<file path="src/rtl/simpson_integrator_seq.sv">
// Simpson's-rule integrator of f(x) = sum a_k*x^k over the integer limits [a, b].
// Coefficients and limits are loaded through a valid/ready port. Points are
// evaluated with a single shared Horner MAC. An odd interval count is handled
// by one trapezoid on the last interval. The result leaves through a
// valid/ready port.
module simpson_integrator_seq #(
    parameter int WIDTH     = 16,
    parameter int DEGREE    = 3,
    parameter int ACC_WIDTH = 32
) (
    input  logic                 clk,
    input  logic                 rst_n,
    input  logic                 in_valid,
    output logic                 in_ready,
    input  logic [WIDTH-1:0]     in_data,
    output logic                 out_valid,
    input  logic                 out_ready,
    output logic [ACC_WIDTH-1:0] out_data,
    output logic                 out_err,
    output logic                 busy
);

    localparam int NBEATS = DEGREE + 3;
    localparam int CW     = $clog2(NBEATS);
    localparam int SW     = $clog2(DEGREE + 1);

    typedef enum logic [2:0] {
        S_LOAD,
        S_CHECK,
        S_EVAL,
        S_ACC_TRAP,
        S_ACC_SIMP,
        S_DONE
    } state_t;

    state_t                 r_state, w_next;
    logic [CW-1:0]          r_cnt;
    logic [WIDTH-1:0]       r_coef [0:DEGREE];
    logic [WIDTH-1:0]       r_a, r_b;
    logic [ACC_WIDTH-1:0]   r_h, r_f0, r_f1, r_f2, r_acc;
    logic [SW-1:0]          r_step;
    logic [1:0]             r_pt;
    logic                   r_trap, r_err;

    logic                   w_in_fire, w_last_beat, w_eval_last;
    logic [SW-1:0]          w_kidx;
    logic [WIDTH-1:0]       w_x, w_a_plus2, w_b_minus1;
    logic [ACC_WIDTH-1:0]   w_prod, w_h_next, w_trap_add, w_simp_add;
    logic [ACC_WIDTH:0]     w_trap_sum;
    logic [ACC_WIDTH+2:0]   w_simp_num;

    assign w_in_fire   = in_valid && (r_state == S_LOAD);
    assign w_last_beat = w_in_fire && (r_cnt == CW'(NBEATS - 1));
    assign w_eval_last = (r_step == SW'(DEGREE));
    // Step 0 loads a_DEGREE; step s multiplies by x and adds a_(DEGREE-s).
    assign w_kidx      = SW'(DEGREE) - r_step;
    assign w_a_plus2   = r_a + WIDTH'(2);
    assign w_b_minus1  = r_b - WIDTH'(1);

    // Abscissa of the point being evaluated: b-1 or b for the trapezoid, a+pt for Simpson.
    always_comb begin
        w_x = r_a + WIDTH'(r_pt);
        if (r_trap) begin
            w_x = (r_pt == 2'd0) ? w_b_minus1 : r_b;
        end
    end

    assign w_prod     = r_h * ACC_WIDTH'(w_x);
    assign w_h_next   = ((r_step == '0) ? '0 : w_prod) + ACC_WIDTH'(r_coef[w_kidx]);
    assign w_trap_sum = {1'b0, r_f0} + {1'b0, r_f1};
    assign w_trap_add = ACC_WIDTH'(w_trap_sum >> 1);
    assign w_simp_num = {3'b000, r_f0} + {1'b0, r_f1, 2'b00} + {3'b000, r_f2};
    assign w_simp_add = ACC_WIDTH'(w_simp_num / (ACC_WIDTH + 3)'(3));

    // State register.
    always_ff @(posedge clk or negedge rst_n) begin
        // NOTE: sequential state uses non-blocking assignments so every register samples pre-edge values.
        if (!rst_n) r_state <= S_LOAD;
        else        r_state <= w_next;
    end

    // Next-state decode and handshake outputs.
    always_comb begin
        // NOTE: every output of this block gets a default first, so no latch can be inferred.
        w_next    = r_state;
        in_ready  = (r_state == S_LOAD);
        out_valid = (r_state == S_DONE);
        busy      = (r_state != S_LOAD);
        out_data  = r_acc;
        out_err   = r_err;
        unique case (r_state)
            S_LOAD:     if (w_last_beat) w_next = S_CHECK;
            S_CHECK:    w_next = (r_a >= r_b) ? S_DONE : S_EVAL;
            S_EVAL: begin
                if (w_eval_last) begin
                    if (r_trap) begin
                        if (r_pt == 2'd1) w_next = S_ACC_TRAP;
                    end else if (r_pt == 2'd2) begin
                        w_next = S_ACC_SIMP;
                    end
                end
            end
            S_ACC_TRAP: w_next = (r_a == w_b_minus1) ? S_DONE : S_EVAL;
            S_ACC_SIMP: w_next = (w_a_plus2 == r_b) ? S_DONE : S_EVAL;
            S_DONE:     if (out_ready) w_next = S_LOAD;
            default:    w_next = S_LOAD;
        endcase
    end

    // Coefficient store, written by the first DEGREE+1 beats of a frame.
    always_ff @(posedge clk) begin
        // NOTE: no reset here; every frame overwrites all coefficients before any evaluation reads them.
        if (w_in_fire && (r_cnt <= CW'(DEGREE))) r_coef[r_cnt[SW-1:0]] <= in_data;
    end

    // Datapath: beat counter, limits, Horner MAC, point cache and accumulator.
    always_ff @(posedge clk or negedge rst_n) begin
        if (!rst_n) begin
            r_cnt  <= '0;
            r_a    <= '0;
            r_b    <= '0;
            r_h    <= '0;
            r_f0   <= '0;
            r_f1   <= '0;
            r_f2   <= '0;
            r_acc  <= '0;
            r_step <= '0;
            r_pt   <= '0;
            r_trap <= 1'b0;
            r_err  <= 1'b0;
        end else begin
            unique case (r_state)
                S_LOAD: begin
                    if (w_in_fire) begin
                        r_cnt <= r_cnt + CW'(1);
                        if (r_cnt == CW'(DEGREE + 1)) r_a <= in_data;
                        if (w_last_beat) begin
                            r_b   <= in_data;
                            r_acc <= '0;
                            r_err <= 1'b0;
                        end
                    end
                end
                S_CHECK: begin
                    r_err  <= (r_a >= r_b);
                    r_trap <= r_a[0] ^ r_b[0];
                    r_pt   <= '0;
                    r_step <= '0;
                end
                S_EVAL: begin
                    r_h <= w_h_next;
                    if (w_eval_last) begin
                        r_step <= '0;
                        r_pt   <= r_pt + 2'd1;
                        case (r_pt)
                            2'd0:    r_f0 <= w_h_next;
                            2'd1:    r_f1 <= w_h_next;
                            default: r_f2 <= w_h_next;
                        endcase
                    end else begin
                        r_step <= r_step + SW'(1);
                    end
                end
                S_ACC_TRAP: begin
                    r_acc  <= r_acc + w_trap_add;
                    r_b    <= w_b_minus1;
                    r_trap <= 1'b0;
                    r_pt   <= '0;
                end
                S_ACC_SIMP: begin
                    // f(a+2) of this pair is f(a) of the next one.
                    r_acc <= r_acc + w_simp_add;
                    r_a   <= w_a_plus2;
                    r_f0  <= r_f2;
                    r_pt  <= 2'd1;
                end
                S_DONE: begin
                    if (out_ready) r_cnt <= '0;
                end
                default: ;
            endcase
        end
    end

endmodule

</file>
<file path="config.mk">
export PLATFORM = sky130hd
export DESIGN_NAME = simpson_integrator_seq
export DESIGN_NICKNAME = d
export VERILOG_FILES = /design/src/rtl/simpson_integrator_seq.sv
export SDC_FILE = /design/constraint.sdc
export NUM_CORES = 2
export LEC_CHECK = 0
export BUFFER_PORTS_ARGS = -buffer_cell sky130_fd_sc_hd__buf_2
export CAP_MARGIN = 0
export CORE_AREA = 2 2 252 254
export DETAILED_ROUTE_END_ITERATION = 6
export DIE_AREA = 0 0 254 256
export HOLD_SLACK_MARGIN = 0.12
export PLACE_DENSITY = 0.71
export SLEW_MARGIN = 15
export SYNTH_ARGS = -nofsm -noshare
export SYNTH_HDL_FRONTEND = slang
export SYNTH_SLANG_ARGS = --single-unit
</file>
<file path="constraint.sdc">
create_clock -name clk -period 42.8 [get_ports clk]
set_input_delay 12.84 -clock clk [delete_from_list [all_inputs] [get_ports clk]]
set_output_delay 12.84 -clock clk [all_outputs]
set_load 0.02 [all_outputs]
</file>
-- Word level (Yosys, flattened, before mapping)
Memory sizes are Yosys's and may differ from the RTL's.
Index checks and enable logic that the tools add are counted.
- register bits: 204
- bits in writable memories: 64
- output and inout port bits: 36
- word-level logic and storage cells: 118
- memories kept: 1
- multipliers: 1
- muxes and demuxes: 37
- bitwise gates (word level): 2
- add/subtract/negate cells: 13
- eq/ne operators: 20
- reduce and logical (&&, ||, !) cells: 28
- order comparisons: 2
- divide/modulo/power cells: 1
- memory list (memory ; words ; width ; rd ports ; clocked after Yosys merged registers in ; wr ports ; line ; RTL):
    r_coef ; 4 ; 16 ; 1 ; 0 ; 1 ; 38 ; logic [WIDTH-1:0] r_coef [0:DEGREE];
- operators with widths (kind ; number):
    $mux W32 ; 5
    $mux W16 ; 6
    $pmux W32 S3 ; 1
    $add A32 B32 Y32 ; 2
    $pmux W16 S2 ; 2
    $pmux W32 S2 ; 1
    $add A32 B34 Y35 ; 1
    $add A35 B32 Y35 ; 1
    $div A35 B2 Y35 const B ; 1
    $add A32 B32 Y33 ; 1
    $add A32 B16 Y32 ; 1
    $eq A16 B16 Y1 ; 2
    $mul A32 B16 Y32 ; 1
    $mux W3 ; 10
    $reduce_and A3 Y1 ; 8
    $pmux W3 S6 ; 1
    $add A16 B2 Y16 ; 1
    $add A16 B2 Y16 const B ; 1
    $ge A16 B16 Y1 ; 1
    $sub A16 B1 Y16 const B ; 1
    $reduce_bool A2 Y1 ; 7
    $eq A3 B3 Y1 const B ; 4
    $reduce_bool A3 Y1 ; 3
    $ne A2 B1 Y1 const B ; 4
    other kinds (24) ; 38

-- Logic depth before layout (Yosys ltp)
- depth in word-level cells: 9
- mapped depth: 87

-- Least setup slack after synthesis
No wires, ideal clock.
- kind: register to register
- start point: reg r_f0[2]
- end point: reg r_acc[30], in the netlist out_data[30]
- setup slack: 27545 ps
- cell stages (with the launch flop): 82
- library setup time: 133 ps
- required time: 42667 ps
- clock period less this slack: 15255 ps
- data arrival time: 15121 ps
- cells stage by stage: dfrtp_1 -> fa_1 -> fa_1 -> a211oi_2 -> o21bai_4 -> a41o_1 -> o311a_4 -> o21ba_4 -> nor2_4 -> a2bb2oi_2 -> buf_6 -> a21oi_2 -> o221ai_2 -> o32a_2 -> buf_6 -> and3_1 -> or2_4 -> nor3_4 -> [... 46 more ...] -> o21ai_0 -> nand2_1 -> and2_1 -> o21ai_0 -> nand2_1 -> and2_1 -> o21ai_0 -> nand2b_1 -> a21oi_1 -> o21bai_1 -> a21oi_1 -> o21bai_1 -> a21o_1 -> a21o_1 -> a21o_1 -> a21oi_1 -> xor2_1 -> o21ai_0
- longest elaborated chain between the ends: 5
- elaborated cells on any way between the ends: 7
- those cells by class: add/sub (5); div (1); mux (1)
- RTL lines (element ; line ; RTL):
    start, declared ; 40 ; logic [ACC_WIDTH-1:0] r_h, r_f0, r_f1, r_f2, r_acc;
    start signal, assigned ; 156 ; 2'd0: r_f0 <= w_h_next;
    start signal, assigned ; 174 ; r_f0 <= r_f2;
    $add A32 B34 Y35 ; 72 ; assign w_simp_num = {3'b000, r_f0} + {1'b0, r_f1, 2'b00} + {3'b000, r_f2};
    $add A35 B32 Y35 ; 72 ;
    $div A35 B2 Y35 ; 73 ; assign w_simp_add = ACC_WIDTH'(w_simp_num / (ACC_WIDTH + 3)'(3));
    $add A32 B32 Y32 ; 172 ; r_acc <= r_acc + w_simp_add;
    $pmux W32 S3 (*) ; 132 ; unique case (r_state)
    end signal, assigned ; 165 ; r_acc <= r_acc + w_trap_add;
    end signal, assigned ; 172 ;
    end, declared ; 40 ;
Every way passes the cells marked *; elsewhere a longest branch is shown, timed or not.
A chain may end at the register's enable or synchronous reset.

-- Final worst setup path
- start point: reg r_f0[8]
- end point: reg r_acc[30], in the netlist out_data[30]
The elaborated chain is that of the path after synthesis.

==> results.cfg <==
[floorplan]
fp-row-count = 92
ioPinCount = 56
die_h_um = 256
core_sq_um = 62400
die_area_sq_um = 65000
start_util_pct = 54.5
die_w_um = 254

[critical_path]
slowest_delay_ns = 0.87
crit_path_start = r_f0[8]$_DFFE_PN0P_
setup.worst_path.start_class = register
r2r-start = r_f0[8]$_DFFE_PN0P_
crit_type = reg2reg
r2r-end = out_data[30]$_DFFE_PN0P_
end_kind = register
crit_cells = 78
cp_slowest_cell = o21ai_2
cp-endpoint = out_data[30]$_DFFE_PN0P_
r2r_slack_ns = 23.32
crit_path_max_fanout = 27
critPathBufInv = 1
cp_top_family = compound AO/OA/AOI/OAI gates
reg2reg_depth = 78
crit_required_ns = 43.26
cp.arrival_ns = 19.94
cp_common_cell = o21ai_0

[yosys]
yosys_warnings = 0
synth_seq_cells = 268
synthDistinctLibCells = 125
ys_top_cells_by_area = fa_1 (20%), dfrtp_1 (15%), ha_1 (7.7%)
synthCells = 4020
syn_area_per_cell_sq_um = 8.45
synthArstFlopShare_pct = 76.1
synth_area_leader_cell = fa_1
syn_nets = 4587
synth_ff_type = dfrtp_1
ys_seq_area_share_pct = 20.7
netlist_area_sq_um = 34000
synth_edf_count = 64
yosys.area.top_type_share_pct = 20.0

[sta]
fin_crit_ns = 19.48
report.final.slew_viol_count = 0
finalSetupViolations = 0
finalSetupTns_ns = 0
finalHoldViolCount = 0
fin_crit_sh_pct = 45.5
tightest_slew_ns = 1.11
relSlewSlack_pct = 25.7
timing.fmax_mhz = 51.3
fin_worst_skew_ns = 0.0227
grt_setup_unrepaired = no

[detailed_routing]
drt_iter0_drc = 2332
routed_wl_um = 91900
via_per_inst = 5.90
drt-pass1-iter-count = 6
routedWlPerCell_um = 19.1
ant_nets = 0
vias = 28386
drc = 0

[finish]
area_delta_synth_final_pct = 5.77
fillers = 5701
final-seq-area_sq_um = 7030
fin_nets = 4508
drive_gt1_share_pct = 7.06
n_antenna_cell = 0
multi_input_area_sq_um = 24500

[clock_network]
clock_path_buffers = 3
post-cts-setup-buffer-count = 0
clkTransAtPathRegs_ns = 0.07
root_buffer = clkbuf_16
worstSkewPairLatency_ns = 0.61
cts_hold_buf = 0
numCtsBuffers = 30
ctsResizeCount = 0
clock-sinks = 268
cts_tree = yes
htreeDepth = 1

[placement]
gp_congestion = 0.918
place_hpwl_um = 69200
io_buffer_count = 55

[worst_hold_path]
hold_depth = 2
hp-class = reg2reg

[global_routing]
grt_max_degree = 93
grt_usage_pct = 28.9
grt_pass1_vias = 27813
antenna_found_initial = 3
grt_pass1_wl_um = 152000
grt_overflow = 0

[outcome]
status = completed

[run]
cap_violations = 0
==> area by class of cell <==
| type | count | share of cell area [%] |
|---|---|---|
| well taps | 846 | 2.94 |
| flip-flops and latches | 268 | 19.5 |
| repair buffers | 107 | 1.88 |
| inverters | 422 | 4.41 |
| clock buffers | 36 | 2.27 |
| multi-input cells | 3112 | 68.2 |
| clock inverters | 20 | 0.707 |
==> tightest hold or removal path, delay by kind of cell, from the launching register on <==
kind	cells	cell delay, ns
flops	1	0.34
simple gates	1	0.05
compound gates	1	0.06
==> Yosys cell counts, types with 12 or more instances <==
| library cell | number |
|---|---|
| mux4_2 | 16 |
| a221o_1 | 15 |
| nand2b_1 | 25 |
| and2_1 | 117 |
| xor2_1 | 65 |
| ha_1 | 208 |
| o21a_1 | 60 |
| o21ai_0 | 303 |
| buf_1 | 18 |
| dfrtp_1 | 204 |
| a21boi_0 | 19 |
| xnor2_1 | 172 |
| a21o_1 | 30 |
| a21oi_1 | 216 |
| and3_1 | 17 |
| mux2_2 | 12 |
| nor2_1 | 230 |
| nand4_1 | 14 |
| o211ai_1 | 16 |
| o21bai_1 | 31 |
| inv_1 | 421 |
| clkbuf_1 | 159 |
| o21ai_1 | 24 |
| nor3_1 | 109 |
| mux2i_1 | 28 |
| a211oi_1 | 20 |
| edfxtp_1 | 64 |
| a31oi_1 | 18 |
| fa_1 | 339 |
| nor2b_1 | 18 |
| nand2_1 | 647 |
| buf_2 | 27 |
| o22ai_1 | 12 |
| nand3_1 | 69 |
| o31ai_1 | 28 |
| nor4_1 | 23 |
| or3_1 | 14 |
==> flip-flops by register name, indices dropped and copies added (netlist names) <==
| signal | count |
|---|---|
| out_err | 1 |
| r_f0 | 32 |
| r_pt | 2 |
| r_trap | 1 |
| r_state | 3 |
| r_coef | 64 |
| r_f2 | 32 |
| r_step | 2 |
| r_h | 32 |
| out_data | 32 |
| r_f1 | 32 |
| r_b | 16 |
| r_cnt | 3 |
| r_a | 16 |
==> how the worst min path moves through the flow <==
stage,from,end,slack [ns]
3_3_place_gp,r_h[31]$_DFFE_PN0P_,r_h[31]$_DFFE_PN0P_,0.47
4_1_cts,r_h[31]$_DFFE_PN0P_,r_h[31]$_DFFE_PN0P_,0.49
6_report,r_h[31]$_DFFE_PN0P_,r_h[31]$_DFFE_PN0P_,0.49
2_1_floorplan,r_h[31]$_DFFE_PN0P_,r_h[31]$_DFFE_PN0P_,0.45
3_5_place_dp,r_h[31]$_DFFE_PN0P_,r_h[31]$_DFFE_PN0P_,0.48
5_1_grt,r_h[31]$_DFFE_PN0P_,r_h[31]$_DFFE_PN0P_,0.54
==> routing by layer <==
metal  vias up  share of wire [%]  GRT usage (%)
li1      13363                  -              -
met1     13913                 46           43.0
met2       966                 46           45.4
met3       144                6.4           3.03
met4         0                2.4           6.54
met5         -                  0              0
==> kinds of logic after synthesis <==
logic type	synth area share, %
simple gates	18.1
compound gates	17.6
buf+inv	7.38
fa+ha+maj	27.7
flops	20.7
xor+xnor	6.20
mux	2.32
==> layout by cell type, fill, tap and decap left out, types with 52 or more instances in the layout <==
cell type / count
nand2_1: 644
inv_1: 421
fa_1: 339
o21ai_0: 302
nor2_1: 229
a21oi_1: 209
ha_1: 208
dfrtp_1: 204
xnor2_1: 172
and2_1: 116
nor3_1: 108
nand3_1: 68
xor2_1: 65
edfxtp_1: 64
o21a_1: 60
buf_2: 54
buf_4: 52
==> metrics by stage <==
step / cell area [sq um] / worst slack (ns) / hold slack, ns / std cells / utilization [%]
after floorplan: 34000 / 27.55 / 0.450 / 4020 / -
after global placement: 34900 / 24.21 / 0.469 / 4755 / 55.9
after detailed placement: 34900 / 23.89 / 0.476 / 4755 / 55.9
after CTS: 35900 / 23.74 / 0.492 / 4811 / 57.6
after global routing: 35900 / 21.54 / 0.545 / 4811 / 57.6
final: 35900 / 23.32 / 0.487 / 4811 / 57.6
Power is left out: the tool's default activity adds up to more than one toggle a clock period on the data nets, which glitch-free logic cannot reach.
